## config.mk

```make
export PLATFORM = sky130hd
export DESIGN_NAME = multicycle_ctrl
export DESIGN_NICKNAME = d
export VERILOG_FILES = /design/src/rtl/ctrl_pkg.sv /design/src/rtl/imm_src_dec.sv /design/src/rtl/multicycle_ctrl.sv
export SDC_FILE = /design/constraint.sdc
export NUM_CORES = 1
export LEC_CHECK = 0
export CAP_MARGIN = 20
export CORE_AREA = 2 2 51 53
export DETAILED_ROUTE_END_ITERATION = 10
export DIE_AREA = 0 0 53 55
export GPL_TIMING_DRIVEN = 0
export PLACE_DENSITY = 0.56
export SLEW_MARGIN = 20
export SYNTH_ARGS = -nofsm -noshare
export SYNTH_HDL_FRONTEND = slang
export SYNTH_SLANG_ARGS = --single-unit
export TNS_END_PERCENT = 1
```

## constraint.sdc

```tcl
create_clock -name clk -period 1.9 [get_ports clk]
set_clock_uncertainty 0.2 [all_clocks]
set_input_delay 0.38 -clock clk [delete_from_list [all_inputs] [get_ports clk]]
set_output_delay 0.38 -clock clk [all_outputs]
set_load 0.005 [all_outputs]
```

## src/rtl/ctrl_pkg.sv

```systemverilog
// rtl/ctrl_pkg.sv - shared states, opcodes and mux encodings for the multi-cycle control unit
package ctrl_pkg;

  typedef enum logic [3:0] {
    S_FETCH    = 4'd0,
    S_DECODE   = 4'd1,
    S_MEMADR   = 4'd2,
    S_MEMREAD  = 4'd3,
    S_MEMWB    = 4'd4,
    S_MEMWRITE = 4'd5,
    S_EXECUTER = 4'd6,
    S_EXECUTEI = 4'd7,
    S_ALUWB    = 4'd8,
    S_BEQ      = 4'd9,
    S_JAL      = 4'd10,
    S_TRAP     = 4'd11
  } state_t;

  localparam logic [6:0] OP_R   = 7'b0110011;
  localparam logic [6:0] OP_I   = 7'b0010011;
  localparam logic [6:0] OP_LW  = 7'b0000011;
  localparam logic [6:0] OP_SW  = 7'b0100011;
  localparam logic [6:0] OP_BEQ = 7'b1100011;
  localparam logic [6:0] OP_JAL = 7'b1101111;

  localparam logic [1:0] RES_ALUOUT    = 2'b00;
  localparam logic [1:0] RES_DATA      = 2'b01;
  localparam logic [1:0] RES_ALURESULT = 2'b10;

  localparam logic [1:0] SRCA_PC    = 2'b00;
  localparam logic [1:0] SRCA_OLDPC = 2'b01;
  localparam logic [1:0] SRCA_RS1   = 2'b10;

  localparam logic [1:0] SRCB_RS2  = 2'b00;
  localparam logic [1:0] SRCB_IMM  = 2'b01;
  localparam logic [1:0] SRCB_FOUR = 2'b10;

  localparam logic [1:0] ALUOP_ADD   = 2'b00;
  localparam logic [1:0] ALUOP_SUB   = 2'b01;
  localparam logic [1:0] ALUOP_FUNCT = 2'b10;

  localparam logic [2:0] IMM_I = 3'b000;
  localparam logic [2:0] IMM_S = 3'b001;
  localparam logic [2:0] IMM_B = 3'b010;
  localparam logic [2:0] IMM_J = 3'b011;

endpackage

```

## src/rtl/imm_src_dec.sv

```systemverilog
// rtl/imm_src_dec.sv - immediate format select, decoded from the opcode alone
module imm_src_dec
  import ctrl_pkg::*;
(
  input  logic [6:0] i_op,
  output logic [2:0] o_immsrc
);

  always_comb begin
    o_immsrc = IMM_I;
    case (i_op)
      OP_LW, OP_I: o_immsrc = IMM_I;
      OP_SW:       o_immsrc = IMM_S;
      OP_BEQ:      o_immsrc = IMM_B;
      OP_JAL:      o_immsrc = IMM_J;
      default:     o_immsrc = IMM_I;
    endcase
  end

endmodule

```

## src/rtl/multicycle_ctrl.sv

```systemverilog
// rtl/multicycle_ctrl.sv - multi-cycle RISC-V control FSM with a shared ALU and one memory port
module multicycle_ctrl
  import ctrl_pkg::*;
#(
  parameter int MEM_LAT = 1
) (
  input  logic       clk,
  input  logic       reset,
  input  logic [6:0] op,
  input  logic       zero,
  output logic       pcwrite,
  output logic       adrsrc,
  output logic       memwrite,
  output logic       irwrite,
  output logic [1:0] resultsrc,
  output logic [1:0] alusrca,
  output logic [1:0] alusrcb,
  output logic [1:0] aluop,
  output logic       regwrite,
  output logic [2:0] immsrc,
  output logic       retire,
  output logic       illegal
);

  localparam int CNT_W = $clog2(MEM_LAT + 1);
  localparam logic [CNT_W-1:0] LAST_CNT = CNT_W'(MEM_LAT - 1);

  state_t           r_state;
  state_t           w_next;
  logic [CNT_W-1:0] r_cnt;
  logic             w_last;
  logic             w_mem;

  logic w_pcwrite, w_memwrite, w_irwrite, w_regwrite, w_retire;

  assign w_last = (r_cnt == LAST_CNT);
  assign w_mem  = (r_state == S_FETCH) || (r_state == S_MEMREAD) || (r_state == S_MEMWRITE);

  always_comb begin
    w_next = r_state;
    case (r_state)
      S_FETCH:    if (w_last) w_next = S_DECODE;
      S_DECODE: begin
        case (op)
          OP_LW, OP_SW: w_next = S_MEMADR;
          OP_R:         w_next = S_EXECUTER;
          OP_I:         w_next = S_EXECUTEI;
          OP_BEQ:       w_next = S_BEQ;
          OP_JAL:       w_next = S_JAL;
          default:      w_next = S_TRAP;
        endcase
      end
      S_MEMADR:   w_next = (op == OP_LW) ? S_MEMREAD : S_MEMWRITE;
      S_MEMREAD:  if (w_last) w_next = S_MEMWB;
      S_MEMWB:    w_next = S_FETCH;
      S_MEMWRITE: if (w_last) w_next = S_FETCH;
      S_EXECUTER: w_next = S_ALUWB;
      S_EXECUTEI: w_next = S_ALUWB;
      S_ALUWB:    w_next = S_FETCH;
      S_BEQ:      w_next = S_FETCH;
      S_JAL:      w_next = S_ALUWB;
      S_TRAP:     w_next = S_TRAP;
      default:    w_next = S_FETCH;
    endcase
  end

  // Wait counter restarts on every transition so each memory state starts from zero.
  always_ff @(posedge clk or posedge reset) begin
    if (reset) begin
      r_state <= S_FETCH;
      r_cnt   <= '0;
    end else begin
      r_state <= w_next;
      if ((w_next != r_state) || !w_mem) begin
        r_cnt <= '0;
      end else begin
        r_cnt <= r_cnt + CNT_W'(1);
      end
    end
  end

  always_comb begin
    w_pcwrite  = 1'b0;
    w_memwrite = 1'b0;
    w_irwrite  = 1'b0;
    w_regwrite = 1'b0;
    w_retire   = 1'b0;
    adrsrc     = 1'b0;
    resultsrc  = RES_ALUOUT;
    alusrca    = SRCA_PC;
    alusrcb    = SRCB_RS2;
    aluop      = ALUOP_ADD;
    illegal    = 1'b0;
    case (r_state)
      S_FETCH: begin
        alusrcb   = SRCB_FOUR;
        resultsrc = RES_ALURESULT;
        w_irwrite = w_last;
        w_pcwrite = w_last;
      end
      S_DECODE: begin
        alusrca = SRCA_OLDPC;
        alusrcb = SRCB_IMM;
      end
      S_MEMADR: begin
        alusrca = SRCA_RS1;
        alusrcb = SRCB_IMM;
      end
      S_MEMREAD: adrsrc = 1'b1;
      S_MEMWB: begin
        resultsrc  = RES_DATA;
        w_regwrite = 1'b1;
        w_retire   = 1'b1;
      end
      S_MEMWRITE: begin
        adrsrc     = 1'b1;
        w_memwrite = w_last;
        w_retire   = w_last;
      end
      S_EXECUTER: begin
        alusrca = SRCA_RS1;
        aluop   = ALUOP_FUNCT;
      end
      S_EXECUTEI: begin
        alusrca = SRCA_RS1;
        alusrcb = SRCB_IMM;
        aluop   = ALUOP_FUNCT;
      end
      S_ALUWB: begin
        w_regwrite = 1'b1;
        w_retire   = 1'b1;
      end
      S_BEQ: begin
        alusrca   = SRCA_RS1;
        aluop     = ALUOP_SUB;
        w_pcwrite = zero;
        w_retire  = 1'b1;
      end
      S_JAL: begin
        alusrca   = SRCA_OLDPC;
        alusrcb   = SRCB_FOUR;
        w_pcwrite = 1'b1;
      end
      S_TRAP:  illegal = 1'b1;
      default: ;
    endcase
  end

  // Enables are masked combinationally so nothing is written while reset is held.
  assign pcwrite  = w_pcwrite  & ~reset;
  assign memwrite = w_memwrite & ~reset;
  assign irwrite  = w_irwrite  & ~reset;
  assign regwrite = w_regwrite & ~reset;
  assign retire   = w_retire   & ~reset;

  imm_src_dec u_imm_src_dec (
    .i_op     (op),
    .o_immsrc (immsrc)
  );

endmodule

```

==> flow_summary.ini <==
[job]
max-cap-violations = 0

[sta]
period_share_pct = 105
fin_ws_ns = -0.0936
maxSlewViolCount = 0
timing.fmax_mhz = 502
final_hold_viol_count = 0
fin_crit_ns = 1.99
rsz0062_at_grt = true
finalSetupViolCount = 7
hold_slack_ns = 0.109

[pwr]
vdd_drop_max_v = 0.000503
powerDensity_nw_per_um2 = 1320
p_leak_nw = 0.519

[layout]
nNetsFinal = 142
nFillCells = 248
layout.cells.most_common_list = nor2_1 (13), buf_2 (13), buf_4 (10)
post-route-util_pct = 48.5
area_growth_syn_to_layout_pct = 72.5
antenna_cells = 0
stdcell_count = 161
postLayoutCellArea_um2 = 1150
drive_gt1_share_pct = 47.3

[yosys]
yosysUniqueCellTypes = 42
synth_top_area_share_pct = 18.8
synth_compound_area_share_pct = 19.8
synthCells = 89
synth_seq_area_share_pct = 18.8
syn_avg_cell_area_um2 = 7.47
synthAdderAreaFrac_pct = 0
yosysTopAreaCell = dfrtp_1
yosys-top-cells-area = dfrtp_1 (19%), nor2_1 (7.9%), nand2b_1 (4.7%)
ys_ff_latch = 5
synth_top_family_by_area = simple AND/OR/NAND/NOR gates
synth_warnings = 0
syn_area_um2 = 664
synthMuxAreaShare_pct = 3.20
synth-simple-area-share_pct = 44.1
synth_xor_area_share_pct = 5.27

[clock_tree]
cts_max_level = 1
cts_tree = done
numCtsBuffers = 3
clk_pin_slew_ns = 0.04
cts_hold_buf = 0
clk_latency_ns = 0.23
clk_path_buf_depth = 2
cts.sinks = 5
root_buffer = clkbuf_4

[setup_path]
crit_family = buffers and inverters
critPathKind = flop to output port
max_stage_delay_ns = 0.38
crit_fanout = 8
cp_data_arrival_time_ns = 1.41
worst-path-buf-inv = 4
crit_top_cell = buf_8
start_kind = flop
path_cells = buf_6 > buf_8 > buf_8 > nor3_4 > nor3b_2 > buf_2
crit_path_end_kind = output port
crit_slowest_cell = dfrtp_1
required_ns = 1.32

[detailed_routing]
first_iter_violations = 10
first_pass_iters = 4
ant_nets = 0
vias = 797
routedWlPerCell_um = 12.8
drt-total-wl_um = 2060
drc_errors = 0
viasPerCell = 4.95

[die]
ios = 28
die_h_um = 55
start_util_pct = 28.1
dieArea_um2 = 2920
num_rows = 18
coreArea_um2 = 2360
die-width_um = 53

[place]
dp.cells = 146
dp_hpwl_um = 1400
place_area_um2 = 966
place_ws_ns = -0.622
port_buffers = 26
gp_congestion = 0.816

[global_route]
antenna_found_initial = 0
grt_overflow = 0
grt_start_max_net_pins = 11
grt_pass1_vias = 766
grt_usage_pct = 15.3
grt_pass1_wl_um = 3310

[status]
status = finished with violations
violations = setup timing

[hold_path]
min_path_type = input port to asynchronous set/reset pin
==> cell usage after synthesis <==
library cell  instances
nand2b_1              5
buf_4                 3
or2_2                 1
o311ai_1              1
nor4_1                1
nor4bb_1              1
mux2_2                1
o21ai_0               4
and2_1                2
a221o_1               1
nor4b_1               1
o22ai_1               1
nor2_1               14
a2111oi_1             1
a211oi_2              1
nor3b_1               1
buf_2                 2
nor3_1                5
or3_4                 1
a21oi_1               2
dfrtp_1               5
a311o_1               1
xor2_1                2
o31ai_2               1
nand4b_1              1
buf_6                 1
nand3_1               2
clkbuf_1              1
o21ai_1               1
inv_1                 2
nand2_1               5
mux2i_1               1
nor3_2                1
conb_1                1
and3b_1               3
and4b_1               1
and3_1                2
a311oi_1              1
a41oi_1               1
o221ai_1              1
xnor2_1               2
nor2b_1               4
==> path summary, 6_finish.rpt <==
path,start,slack [ns],cells after the start,endpoint
max,r_state[1],-0.09,6,irwrite
min,reset,0.11,2,r_state[2]
max reg2reg,r_state[3],0.27,4,r_state[1]
min reg2reg,r_state[2],0.53,3,r_state[2]
max in group asynchronous,reset,1.24,2,r_state[3]
min in group clk,op[4],0.29,3,r_state[2]
==> per-layer routing <==
metal / track usage, % / vias up / share of wire [%]
li1: - / 406 / -
met1: 21.2 / 376 / 45
met2: 26.5 / 15 / 52
met3: 1.34 / 0 / 3.1
met4: 2.56 / 0 / 0
met5: 0 / - / 0
==> worst register-to-register path, delay by kind of cell (launching register included) <==
family,cells,cell delay (ns)
DFF,1,0.43
buffers and inverters,1,0.15
and+or+nand+nor,2,0.66
AOI/OAI and AO/OA,1,0.14
==> final cells by class <==
| cell class | count | area [µm²] | share of cell area [%] |
|---|---|---|---|
| repair buffers | 38 | 294 | 25.7 |
| multi-input cells | 76 | 588 | 51.3 |
| plain buffers | 6 | 63.8 | 5.57 |
| inverters | 2 | 7.51 | 0.655 |
| well taps | 30 | 37.5 | 3.28 |
| flip-flops and latches | 5 | 129 | 11.2 |
| clock buffers | 4 | 26.3 | 2.29 |
==> kinds of logic (layout without fill, tap and decap cells) <==
| group | after synthesis | in the layout |
|---|---|---|
| buffers and inverters | 9 | 50 |
| flip-flops | 5 | 5 |
| AO/OA/AOI/OAI | 17 | 17 |
| AND/OR/NAND/NOR | 51 | 51 |
| other | 1 | 2 |
| XOR/XNOR | 4 | 4 |
| multiplexers | 2 | 2 |
==> registers in the layout, summed over array words and instances, names as in the netlist <==
name and count:
r_cnt 1, r_state 4
==> power breakdown <==
part	internal, mW	total, mW	switching, mW
sequential	0.151	0.201	0.0510
combinational	0.641	1.20	0.556
clock	0.0790	0.117	0.0376
total	0.871	1.52	0.645
==> metrics by stage <==
stage / setup TNS (ns) / power (mW)
after CTS: -0.788 / 1.46
after detailed placement: -4.89 / 1.10
after floorplan: 0 / 0.730
after global placement: -4.91 / 1.10
final: -0.408 / 1.52
after global routing: -1.02 / 1.64
==> repair_timing <==
| item | CTS | global route |
|---|---|---|
| setup endpoints to repair | 17 | 15 |
| gates resized for setup | 93 | 17 |
| pin swaps | 6 | 3 |
| setup buffers | 11 | 1 |
(Power assumes the default switching activity.)
==> patch (config.mk and constraints unchanged) <==
Make the reset (`reset`) synchronous in one clocked block.
--- a/src/rtl/multicycle_ctrl.sv
+++ b/src/rtl/multicycle_ctrl.sv
@@ -66,5 +66,5 @@
 
   // Wait counter restarts on every transition so each memory state starts from zero.
-  always_ff @(posedge clk or posedge reset) begin
+  always_ff @(posedge clk) begin
     if (reset) begin
       r_state <= S_FETCH;
Behaviour: differs if reset is asserted again (counterexample within 4 cycles, from zero or initial values and one cycle with reset high); with reset held inactive, the same outputs for 10 cycles.
==> patch against the original RTL <==
  * Die area is the same
  * Register-to-register slack got worse by 70 ps
  * Worst setup slack worse by 3.7 ps
  * Synthesized area fell by 13%
  * Sequential cell count unchanged
  * Design area shrank 12%
  * Highest routed layer unchanged
  * Count of clock-buffer cells in the layout did not move
  * The flow still finishes with violations (setup timing)
  * Critical path depth decreased by 1
  * Routed wire length decreased by 17%
  * Cell count down 9.3%
  * First-iteration DRC count is 80% lower
  * Largest cell class unchanged
Power is not compared: it rests on default switching activity, and its combinational part moved more than twofold at a synthesized area within 25%.
==> patch: results (changes against the original RTL) <==
Parameter                              Value

GRT
  Met1 track demand over resource ... 15.0% (-6.1 points)
  Overall Global Routing Usage ... 12.2% (-3.1 points)
  Met3 capacity usage during global routing ... 2.42% (+1.1 points)
  Met2 routing resource usage after global routing ... 22.7% (-3.8 points)
  Via count of the first global-routing pass ... 641 (-16%)

Place
  Worst slack, placed ... -566 ps (+56.5 ps)
  Count of buffers from port buffering ... 25 (-3.8%)
  Total placed instance area ... 872 sq um (-9.7%)
  Placer congestion estimate ... 0.857 (+5.0%)
  Total instance count after detailed placement ... 140 (-4.1%)
  HPWL reported at the end of detailed placement ... 1220 um (-12%)

Critical path
  Biggest fanout along the worst timing path ... 10 (+2)
  Register-to-register setup slack ... 200 ps (-70 ps)
  Worst R2R Start ... r_state[3]
  Crit path from ... r_state[0]
  Cells on worst reg2reg path ... 5 (+1)

Yosys
  Count of distinct cell types in the synthesized netlist ... 41 (-2.4%)
  Share of synthesized flip-flops with an asynchronous set or reset ... 0% (-100 points)
  Mean area per synthesized cell ... 6.91 sq um (-7.4%)
  Part of the Yosys area used for sequential elements ... 17.2% (-1.6 points)
  Cells taking the most area after synthesis ... dfxtp_1 17%, nand2b_1 5.4%, nor3_1 5.2%
  Most instantiated cells after synthesis ... 7 x nor2_1, 6 x nor3_1, 5 x a21oi_1, 5 x dfxtp_1, 5 x nand2b_1

Outcome
  Result of the run ... finished, violations left
  Violations in the final reports ... setup timing

Drt
  Mean routed wirelength per cell ... 11.7 um (-8.4%)
  Total wire length after detailed routing ... 1710 um (-17%)
  Router iterations before antenna repair ... 3 (-1)
  Number of vias per cell after detailed routing ... 4.93 (-0.38%)
  Metal-1 WL ... 720 um (-23%)
  Met3 wire length ... 113 um (+77%)
  Iteration-0 DRC Markers ... 2 (-8)
  Detail Route met2 WL ... 875 um (-18%)

STA
  Final-layout worst hold slack ... 397 ps (+288 ps)
  Total Negative Setup Slacks ... -186 ps (+222 ps)
  Final worst setup slack ... -97.3 ps (-3.72 ps)
  Number of setup violations in the final report ... 4 (-3)

Clocking
  Gates resized, CTS repair ... 67 (-28%)
  Root Driver ... clkbuf_4
  CTS H-tree lvls ... 1 (unchanged)

Min path
  Classification of the worst-slack hold path ... in2reg

Cells and area
  Ratio of cells with drive above 1 in the final layout ... 37.1% (-10 points)
  Number of nets in the final layout ... 127 (-11%)
patch: cell families (layout without fill, tap and decap cells):
kind of cell,count (synthesis),in the layout,synth area share [%]
flip-flops,5,5,17.2
other,1,2,0.646
AND/OR/NAND/NOR,40,40,41.8
AO/OA/AOI/OAI,23,23,26.1
XOR/XNOR,3,3,4.53
buffers and inverters,12,43,9.70
patch: how the worst max path moves through the flow:
stage,end,depth (start not counted)
2_1_floorplan,irwrite,3
3_3_place_gp,immsrc[1],5
3_5_place_dp,immsrc[1],5
4_1_cts,pcwrite,5
5_1_grt,pcwrite,5
6_report,pcwrite,5
patch: layout make-up:
type / instances / area, sq um
Tap cell: 30 / 37.5
Inverter: 4 / 15.0
Fill cell: 262 / 1350
Sequential cell: 5 / 109
Clock buffer: 4 / 26.3
Buffer: 8 / 100
Multi-Input combinational cell: 68 / 503
Timing Repair Buffer: 27 / 221
patch: critical path, stage by stage, from the launching register on:
cell,delay (ps)
dfxtp_4,370
clkbuf_16,170
nor4_2,250
a21oi_1,60
nor3_1,190
buf_2,140
